===== config.mk =====
export PLATFORM = sky130hd
export DESIGN_NAME = seq_muldiv
export DESIGN_NICKNAME = d
export VERILOG_FILES = /design/src/rtl/seq_muldiv_pkg.sv /design/src/rtl/seq_muldiv_step.sv /design/src/rtl/seq_muldiv.sv
export SDC_FILE = /design/constraint.sdc
export NUM_CORES = 1
export LEC_CHECK = 0
export CAP_MARGIN = 20
export CORE_ASPECT_RATIO = 2
export CORE_UTILIZATION = 50
export DETAILED_ROUTE_END_ITERATION = 12
export GPL_ROUTABILITY_DRIVEN = 0
export PLACE_DENSITY = 0.71
export SKIP_LAST_GASP = 1
export SLEW_MARGIN = 15
export SYNTH_ARGS = -nofsm -noshare
export SYNTH_HDL_FRONTEND = slang
export SYNTH_SLANG_ARGS = --single-unit

===== constraint.sdc =====
create_clock -name clk -period 7.8 [get_ports clk]
set_input_delay 2.34 -clock clk [delete_from_list [all_inputs] [get_ports clk]]
set_output_delay 2.34 -clock clk [all_outputs]
set_load 0.005 [all_outputs]

===== src/rtl/seq_muldiv_pkg.sv =====
// Shared types for the sequential multiply/divide unit: operation encoding and FSM states.
package seq_muldiv_pkg;

    typedef enum logic [1:0] {
        OP_MULU = 2'd0,
        OP_MULS = 2'd1,
        OP_DIVU = 2'd2,
        OP_DIVS = 2'd3
    } op_e;

    typedef enum logic [2:0] {
        ST_IDLE,
        ST_LOAD,
        ST_ITER,
        ST_FIX,
        ST_DONE
    } state_e;

    function automatic logic op_is_div(op_e op);
        return op[1];
    endfunction

    function automatic logic op_is_signed(op_e op);
        return op[0];
    endfunction

endpackage


===== src/rtl/seq_muldiv_step.sv =====
// One radix-2 iteration: shift-add for multiply, restoring shift-subtract for divide.
// The divide branch exists only when SEQ_MULDIV_DIV_EN is defined.
module seq_muldiv_step #(
    parameter int WIDTH = 32
) (
`ifdef SEQ_MULDIV_DIV_EN
    input  logic             is_div,
`endif
    input  logic [WIDTH-1:0] hi,
    input  logic [WIDTH-1:0] lo,
    input  logic [WIDTH-1:0] opnd,
    output logic [WIDTH-1:0] next_hi,
    output logic [WIDTH-1:0] next_lo
);

    logic [WIDTH:0] sum;

    assign sum = {1'b0, hi} + (lo[0] ? {1'b0, opnd} : '0);

`ifdef SEQ_MULDIV_DIV_EN
    logic [WIDTH:0] shifted;
    logic [WIDTH:0] diff;

    assign shifted = {hi, lo[WIDTH-1]};
    assign diff    = shifted - {1'b0, opnd};
`endif

    // NOTE: every output gets a default first so no path leaves it unassigned (no latch).
    always_comb begin
        next_hi = sum[WIDTH:1];
        next_lo = {sum[0], lo[WIDTH-1:1]};
`ifdef SEQ_MULDIV_DIV_EN
        if (is_div) begin
            // A clear borrow bit means the trial subtraction fits: keep it, quotient bit 1.
            if (!diff[WIDTH]) begin
                next_hi = diff[WIDTH-1:0];
                next_lo = {lo[WIDTH-2:0], 1'b1};
            end else begin
                next_hi = shifted[WIDTH-1:0];
                next_lo = {lo[WIDTH-2:0], 1'b0};
            end
        end
`endif
    end

endmodule


===== src/rtl/seq_muldiv.sv =====
// Sequential WIDTH-bit multiply/divide unit with valid/ready handshakes on both sides.
// Define SEQ_MULDIV_DIV_EN to include the divide datapath; otherwise divide ops return 0.
module seq_muldiv
    import seq_muldiv_pkg::*;
#(
    parameter int WIDTH = 32
) (
    input  logic               clk,
    input  logic               rst_n,
    input  logic               in_valid,
    output logic               in_ready,
    input  logic [1:0]         op,
    input  logic [WIDTH-1:0]   a,
    input  logic [WIDTH-1:0]   b,
    output logic               out_valid,
    input  logic               out_ready,
    output logic [2*WIDTH-1:0] result,
    output logic               div_zero,
    output logic               busy
);

    localparam int CNT_W = $clog2(WIDTH);

    state_e             state;
    state_e             state_next;
    op_e                op_reg;
    logic [WIDTH-1:0]   a_reg;
    logic [WIDTH-1:0]   b_reg;
    logic [WIDTH-1:0]   hi;
    logic [WIDTH-1:0]   lo;
    logic [WIDTH-1:0]   opnd;
    logic [CNT_W-1:0]   cnt;
    logic               neg_res;
    logic               neg_rem;
    logic [2*WIDTH-1:0] result_q;
    logic               div_zero_q;

    logic               is_div;
    logic               sgn_op;
    logic [WIDTH-1:0]   a_mag;
    logic [WIDTH-1:0]   b_mag;
    logic [WIDTH-1:0]   step_hi;
    logic [WIDTH-1:0]   step_lo;
    logic [2*WIDTH-1:0] prod;

    assign is_div = op_is_div(op_reg);
    assign sgn_op = op_is_signed(op_reg);
    assign a_mag  = (sgn_op && a_reg[WIDTH-1]) ? -a_reg : a_reg;
    assign b_mag  = (sgn_op && b_reg[WIDTH-1]) ? -b_reg : b_reg;
    assign prod   = {hi, lo};

    seq_muldiv_step #(
        .WIDTH   (WIDTH)
    ) u_step (
`ifdef SEQ_MULDIV_DIV_EN
        .is_div  (is_div),
`endif
        .hi      (hi),
        .lo      (lo),
        .opnd    (opnd),
        .next_hi (step_hi),
        .next_lo (step_lo)
    );

    // NOTE: sequential state is updated with non-blocking assignments only.
    always_ff @(posedge clk or negedge rst_n) begin
        if (!rst_n) begin
            state <= ST_IDLE;
        end else begin
            state <= state_next;
        end
    end

    always_comb begin
        state_next = state;
        case (state)
            ST_IDLE: if (in_valid) state_next = ST_LOAD;
            ST_LOAD: begin
`ifdef SEQ_MULDIV_DIV_EN
                if (is_div && (b_reg == '0)) state_next = ST_DONE;
                else                         state_next = ST_ITER;
`else
                state_next = is_div ? ST_DONE : ST_ITER;
`endif
            end
            ST_ITER: if (cnt == '0) state_next = ST_FIX;
            ST_FIX:  state_next = ST_DONE;
            ST_DONE: if (out_ready) state_next = ST_IDLE;
            default: state_next = ST_IDLE;
        endcase
    end

    always_comb begin
        in_ready  = (state == ST_IDLE);
        busy      = (state != ST_IDLE);
        out_valid = (state == ST_DONE);
    end

    // NOTE: the datapath has no memories, so every register takes a defined reset value.
    always_ff @(posedge clk or negedge rst_n) begin
        if (!rst_n) begin
            op_reg     <= OP_MULU;
            a_reg      <= '0;
            b_reg      <= '0;
            hi         <= '0;
            lo         <= '0;
            opnd       <= '0;
            cnt        <= '0;
            neg_res    <= 1'b0;
            neg_rem    <= 1'b0;
            result_q   <= '0;
            div_zero_q <= 1'b0;
        end else begin
            case (state)
                ST_IDLE: begin
                    if (in_valid) begin
                        op_reg <= op_e'(op);
                        a_reg  <= a;
                        b_reg  <= b;
                    end
                end
                ST_LOAD: begin
                    // Multiply keeps the multiplier in lo; divide keeps the dividend there.
                    hi         <= '0;
                    lo         <= is_div ? a_mag : b_mag;
                    opnd       <= is_div ? b_mag : a_mag;
                    cnt        <= CNT_W'(WIDTH - 1);
                    neg_res    <= sgn_op && (a_reg[WIDTH-1] ^ b_reg[WIDTH-1]);
                    neg_rem    <= sgn_op && a_reg[WIDTH-1];
                    div_zero_q <= 1'b0;
`ifdef SEQ_MULDIV_DIV_EN
                    if (is_div && (b_reg == '0)) begin
                        result_q   <= {a_reg, {WIDTH{1'b1}}};
                        div_zero_q <= 1'b1;
                    end
`else
                    if (is_div) result_q <= '0;
`endif
                end
                ST_ITER: begin
                    hi <= step_hi;
                    lo <= step_lo;
                    if (cnt != '0) cnt <= cnt - CNT_W'(1);
                end
                ST_FIX: begin
`ifdef SEQ_MULDIV_DIV_EN
                    if (is_div) begin
                        result_q <= {(neg_rem ? -hi : hi), (neg_res ? -lo : lo)};
                    end else begin
                        result_q <= neg_res ? -prod : prod;
                    end
`else
                    result_q <= neg_res ? -prod : prod;
`endif
                end
                default: ;
            endcase
        end
    end

    assign result   = result_q;
    assign div_zero = div_zero_q;

endmodule


# Yosys cells after proc, flatten, opt, wreduce, memory -nomap -nowiden
# Cells that the tools add are included.
# totals
reg_bits	235
elab_cells	55
output_inout_bits	68
# op_classes
n_bitwise	1
eq_ne	9
n_reduce_logical	13
n_mux	17
addsub	5
# op_table
operator	count
$mux W32	5
$mux W64	2
$pmux W32 S2	2
$pmux W64 S2	1
$neg A32 Y32	2
$neg A64 Y64	1
$add A32 B33 Y33	1
$pmux W3 S5	1
$mux W3	4
$pmux W5 S2	1
$ne A2 B2 Y1 const B	4
$eq A3 B2 Y1 const B	2
$reduce_and A2 Y1	3
$logic_not A5 Y1	1
$mux W5	1
$reduce_bool A5 Y1	1
$sub A5 B1 Y5 const B	1
$reduce_bool A2 Y1	2
$eq A3 B1 Y1 const B	1
$eq A3 B3 Y1 const B	1
$logic_and A1 B1 Y1	3
$logic_not A3 Y1	1
$reduce_and A3 Y1	1
$reduce_bool A3 Y1	1
other kinds (2)	2

# Longest topological paths before layout
# Gate-level depths: netlist (run 1).
# depth
word_depth	4
ltp_mapped	15
ltp_nobuf	14

# Hierarchy
# Synthesis (run 1) repeated with hierarchy kept, for this count alone.
# unflattened
hier_cells	1497
area_unflattened_um2	14273.7
# modules_own_cells
mod	seq_area_each_um2	instances	cells_each	area_per_inst_um2
seq_muldiv	5880.6	1	1202	12086.6
seq_muldiv_step	0.0	1	295	2187.1

# Worst setup path after synthesis (run 1)
# No wires, ideal clock.
# synth_timing
path_type	input to register
start	in in_valid
end	reg a_reg[10]
t_required_ns	7.675
arrival_time_ns	3.462
path_stages	4
path_slack_ns	4.213
cell_sequence	and2_1 -> clkbuf_1 -> clkbuf_1 -> mux2_2
# synth_between
elab_chain_cells	1
# synth_lines
element	line	rtl
start, declared	seq_muldiv.sv:10	input logic in_valid,
$reduce_and A2 Y1 (no source line)	-	
end signal, assigned	seq_muldiv.sv:103	a_reg <= '0;
end signal, assigned	seq_muldiv.sv:118	a_reg <= a;
end, declared	seq_muldiv.sv:27	logic [WIDTH-1:0] a_reg;
# No other way between the ends.
# A chain may end at the register's enable or synchronous reset.

# Worst setup path after layout (run 1)
# layout_timing
start	reg state[1]
end	out in_ready
# layout_between
elab_chain_cells	1
# layout_lines
element	line	rtl
start, declared	seq_muldiv.sv:24	state_e state;
start signal, assigned	seq_muldiv.sv:70	state <= state_next;
$logic_not A3 Y1	seq_muldiv.sv:94	in_ready = (state == ST_IDLE);
end, declared	seq_muldiv.sv:11	output logic in_ready,
# No other way between the ends.

==> flow_summary.toml, run 1 <==
[detailed_routing]
dr.pass1.iters = 5
wl_mm = 33.75
wl_per_cell_um = 17.17
num_vias = 11210
drc = 0
drt_iter0_markers = 632
drtAntennaViolNets = 0
avgViaCountPerCell = 5.700

[global_routing]
grt_pass1_wl_mm = 55.61
antenna_found_initial = 0
grt_max_degree = 111
grtUsageTotal = 0.2477
grt_pass1_vias = 11010
overflow = 0

[clock_tree]
cts-root-buf = "clkbuf_16"
insertion_delay_ns = 0.53
postCtsSetupBuffers = 0
cts_hold_buf = 0
ctsResizeCount = 0
clk_pin_slew_worst_paths_ns = 0.07
htreeDepth = 1
cts_made_buffers = 23
cts_tree = "done"
cts_sinks = 235
cts.path.max_buffers = 3

[timing]
relSlewSlack = 0.3470
period_minus_slack_ns = 4.299
worstMarginPinSlew_ns = 0.9772
report.final.slew_viol_count = 0
setup_tns_ns = 0
setup_viol = 0
hold_viol_final = 0
finalCritPeriodShare = 0.5511
fin_ws_ns = 3.501
rsz0062_at_grt = "false"
fin_worst_skew_ns = 0.01945
fmax_ghz = 0.2326

[finish]
largest_reg_flops = 64
antenna_cells = 0
area_growth_pct = 17.67
layout.nets = 1712
final_area_um2 = 16080
drive_gt1_frac = 0.08467

[worst_setup_path]
worstSetupEndpointType = "output pin"
worstSetupPathType = "flip-flop to output pin"
rrSetupSlack_ns = 3.51
worstPathRequired_ns = 5.46
crit_arrival_ns = 1.96
r2r_cells = 13
start_kind = "flip-flop"
worst-path-max-fanout = 8

[floorplan]
die_width_um = 118.9
io_pins = 138
dieArea_um2 = 28040
row_count = 85
core_area_um2 = 26910
die_y_um = 235.8
initial_utilization = 0.5080

[hold_path]
min_delay_path_depth = 2
holdCritPathClass = "flip-flop to flip-flop"

[placed_design]
portBuffers = 136
pre_cts_ws_ns = 3.487
placed_area_um2 = 15280
hpwl_mm = 25.25

[synth]
syn_area_um2 = 13670
synth_top_flop_cell = "dfrtp_1"
syn_nets = 1623
yosys.area.top_type = "dfrtp_1"
ys_seq_area_frac = 0.4302
yosys_warnings = 0
synth_top_area_share = 0.4302
syn_inst = 1515
async_flop_share = 1.000
syn_avg_cell_area_um2 = 9.023
synth_seq_cells = 235
synth_cell_type_count = 71
synth_area_leaders = "dfrtp_1 43%, o21ai_0 7.4%, xor2_1 6.4%"
synth-edff-count = 0

[power]
p_leak_nw = 6.899
p_per_area_nw_per_um2 = 422.5
power_w = 0.006795
ir_drop_mv = 0.2795

[status]
outcome = "finished clean"

[job]
max_cap_viol_count = 0
[Yosys cell counts (10+ instances only)]
| library cell | n |
|---|---|
| o31ai_1 | 25 |
| o41ai_1 | 11 |
| or3_1 | 13 |
| inv_1 | 27 |
| clkbuf_1 | 69 |
| a22oi_1 | 31 |
| dfrtp_1 | 235 |
| ha_1 | 37 |
| a21o_1 | 17 |
| nand3_1 | 13 |
| nor3_1 | 22 |
| buf_1 | 13 |
| o21ai_1 | 24 |
| xnor2_1 | 49 |
| nand2_1 | 212 |
| o21ai_0 | 202 |
| a21oi_1 | 91 |
| mux2_2 | 58 |
| nor2_1 | 96 |
| nand2b_1 | 10 |
| and2_1 | 38 |
| xor2_1 | 100 |
[cell families (layout without fill, tap and decap cells)]
kind of cell	count (synthesis)	count (layout)	synth area share
xor gates and xnor gates	149	149	0.09547
DFF	235	235	0.4302
muxes	65	65	0.05291
and+or+nand+nor	464	464	0.1604
adders and majority gates	38	38	0.03533
buffers and inverters	112	215	0.03121
other	1	1	0.0002743
AOI/OAI and AO/OA	451	451	0.1942
[cell usage in the layout (no fill, tap or decap), drive strengths merged, types with 5 or more instances in the layout]
cell type	synthesis	layout
nand4	9	9
xor2	100	100
o31ai	26	26
and2	38	38
mux2i	7	7
clkbuf	69	30
or4	8	8
nand2b	10	10
or3	14	14
inv	27	27
xnor2	49	49
nor4	10	10
nor3	25	25
a21oi	91	91
nor2	97	97
clkdlybuf4s50	0	135
o41ai	13	13
buf	16	14
o21ai	228	228
a22oi	31	31
mux2	58	58
and3	7	7
ha	37	37
dfrtp	235	235
a31oi	7	7
bufinv	0	5
o31a	5	5
nand2	212	212
nor2b	7	7
a21o	17	17
nand3	14	14
[critical path: stages, from the launching register on]
cell	delay, ns
dfrtp_1	0.45
or3_1	0.41
inv_1	0.08
clkdlybuf4s50_1	0.49
[power by group]
part | switching (W) | internal (W) | leakage, nW
combinational | 0.00184 | 0.00140 | 3.53
sequential | 0.000615 | 0.00174 | 2.97
clock | 0.000468 | 0.000734 | 0.396
[per-layer routing]
layer  vias to the layer above  track usage  wire length (µm)
met2                       263       0.4639             18370
met4                         0       0.1297              1709
met5                         -            0                 0
met1                      5352       0.2722             12580
li1                       5493            -                 -
met3                        99      0.02297              1092
[metrics by stage]
stage,util,hold WS [ns],std cells
after floorplan,-,0.4424,1515
after global placement,0.5673,0.4554,1926
after detailed placement,0.5678,0.4647,1927
after CTS,0.5978,0.4798,1966
after global routing,0.5978,0.4931,1966
final,0.5978,0.4726,1966
[final cells by class]
cell class / instances / area, µm²
fillers: 2350 / 10820
multi-input cells: 1168 / 7387
flip-flops and latches: 235 / 5883
repair buffers: 149 / 1471
clock buffers: 30 / 631.9
well taps: 348 / 435.4
clock inverters: 9 / 173.9
inverters: 27 / 101.3
[path summary, 6_finish.rpt]
kind                             from         end
setup / recovery             state[1]    in_ready
hold / removal             result[47]  result[47]
setup reg to reg                lo[0]      hi[26]
hold reg to reg            result[47]  result[47]
max in group asynchronous       rst_n   a_reg[27]
min in group asynchronous       rst_n  result[35]
Power figures use the tool's default switching activity.
==> run 2: changes to the inputs <==
- clock period: 7.8 -> 4.05 ns (I/O delays scaled with it)
==> flow_summary.toml, run 2 (same netlist as run 1, synthesis figures left out) <==
[detailed_routing]
avgViaCountPerCell = 5.686
drtAntennaViolNets = 0
num_vias = 11280
wl_per_cell_um = 17.28
dr.pass1.iters = 5
drt_iter0_markers = 643
drc = 0
wl_mm = 34.29

[hold_path]
holdCritPathClass = "flip-flop to flip-flop"

[floorplan]
dieArea_um2 = 28040
row_count = 85
io_pins = 138
die_y_um = 235.8
die_width_um = 118.9
core_area_um2 = 26910
initial_utilization = 0.5080

[global_routing]
grtUsageTotal = 0.2513
antenna_found_initial = 0
grt_pass1_wl_mm = 56.33
grt_pass1_vias = 11150
grt_max_degree = 96
overflow = 0

[power]
power_w = 0.01305
p_per_area_nw_per_um2 = 807.1
p_leak_nw = 6.959
ir_drop_mv = 0.4937

[timing]
relSlewSlack = 0.3173
finalCritPeriodShare = 0.9187
setup_tns_ns = 0
report.final.slew_viol_count = 0
worstMarginPinSlew_ns = 1.022
hold_viol_final = 0
setup_viol = 0
rsz0062_at_grt = "false"
period_minus_slack_ns = 3.721
fin_worst_skew_ns = 0.01754
holdWs_ns = 0.4756
fmax_ghz = 0.2688

[finish]
layout.nets = 1730
fin_util = 0.6010
final_cell_mix = "233 x dfrtp_1, 212 x nand2_1, 202 x o21ai_0, 135 x clkdlybuf4s50_1, 100 x xor2_1"
drive_gt1_frac = 0.09352
largest_reg_flops = 64
area_growth_pct = 18.31
final_common_cell = "dfrtp_1"
stdcell_count = 1984
fillers = 2350
antenna_cells = 0

[clock_tree]
cts_tree = "done"
insertion_delay_ns = 0.53
cts.path.max_buffers = 3
htreeDepth = 1
cts-root-buf = "clkbuf_16"
cts_sinks = 235
ctsResizeCount = 0
clk_pin_slew_worst_paths_ns = 0.06
cts_made_buffers = 23
postCtsSetupBuffers = 0
cts_hold_buf = 0

[worst_setup_path]
slowest_delay_ns = 0.51
worstPathRequired_ns = 4.52
cp_slowest_cell = "dfrtp_1"
cp_top_family = "simple AND/OR/NAND/NOR gates"
cp_common_cell = "buf_4"
worstSetupPathType = "flip-flop to flip-flop"
worstSetupEndpointType = "flip-flop"
crit_arrival_ns = 4.19
cp.buffers_inverters = 3
worst-path-max-fanout = 22
crit_chain = "buf_4, and2_1, ha_1, o21ai_0, nor2_1, nor4_1, o21ai_1, a2111oi_0, buf_4, nor3_1, a41oi_1, buf_4, o31a_1, or4_1, nand3_1"
start_kind = "flip-flop"

[placed_design]
dp.cells = 1945
hpwl_mm = 26.66
portBuffers = 136

[job]
max_cap_viol_count = 0

[status]
outcome = "finished clean"
-- run 2: changes by cell type in the layout (fill, tap and decap cells not counted), sizes merged --
| cell | previous run | this run |
|---|---|---|
| inv | 27 | 28 |
| clkbuf | 30 | 33 |
| buf | 14 | 32 |
| bufinv | 5 | 2 |
| clkinv | 4 | 3 |
-- run 2: worst paths after layout --
check                           cells after the start     start        to  slack, ns
worst max-delay path                               15     lo[0]    hi[30]       0.33
worst min-delay path                                2  opnd[11]  opnd[11]       0.48
worst max register to register                     15     lo[0]    hi[30]       0.33
worst min register to register                      2  opnd[11]  opnd[11]       0.48
max in group asynchronous                           2     rst_n  a_reg[2]       2.48
min in group asynchronous                           1     rst_n     hi[3]       0.72
-- run 2: metal layers --
| metal | track usage | vias up | routed length (µm) |
|---|---|---|---|
| met5 | 0 | - | 0 |
| met4 | 0.1354 | 0 | 1778 |
| met3 | 0.02128 | 99 | 1096 |
| met2 | 0.4689 | 280 | 18600 |
| met1 | 0.2778 | 5366 | 12810 |
| li1 | - | 5536 | - |
-- run 2: area by class of cell --
cell class	count	area, µm²	area share
Clock buffer	33	653.1	0.04039
Inverter	27	101.3	0.006267
Tap cell	348	435.4	0.02692
Clock inverter	6	87.58	0.005416
Multi-Input combinational cell	1168	7387	0.4568
Timing Repair Buffer	167	1624	0.1004
Sequential cell	235	5883	0.3638
-- run 2: metrics by stage --
stage          setup slack [ns]  cell area, µm²
6_report                 0.3292           16170
5_1_grt                 0.09048           16170
4_1_cts                  0.3755           16170
3_5_place_dp             0.3789           15430
3_3_place_gp             0.4506           15430
2_1_floorplan            0.7601           13670
-- run 2: power by group --
| part | switching (W) | total [W] | internal [W] |
|---|---|---|---|
| logic | 0.00363 | 0.00638 | 0.00274 |
| clock network | 0.000893 | 0.00214 | 0.00125 |
| registers | 0.00118 | 0.00454 | 0.00336 |
-- run 2: worst min-delay path, cell delays in order (launching register included) --
cell     delay, ns
dfrtp_1       0.34
nand2_1       0.05
o21ai_0       0.06
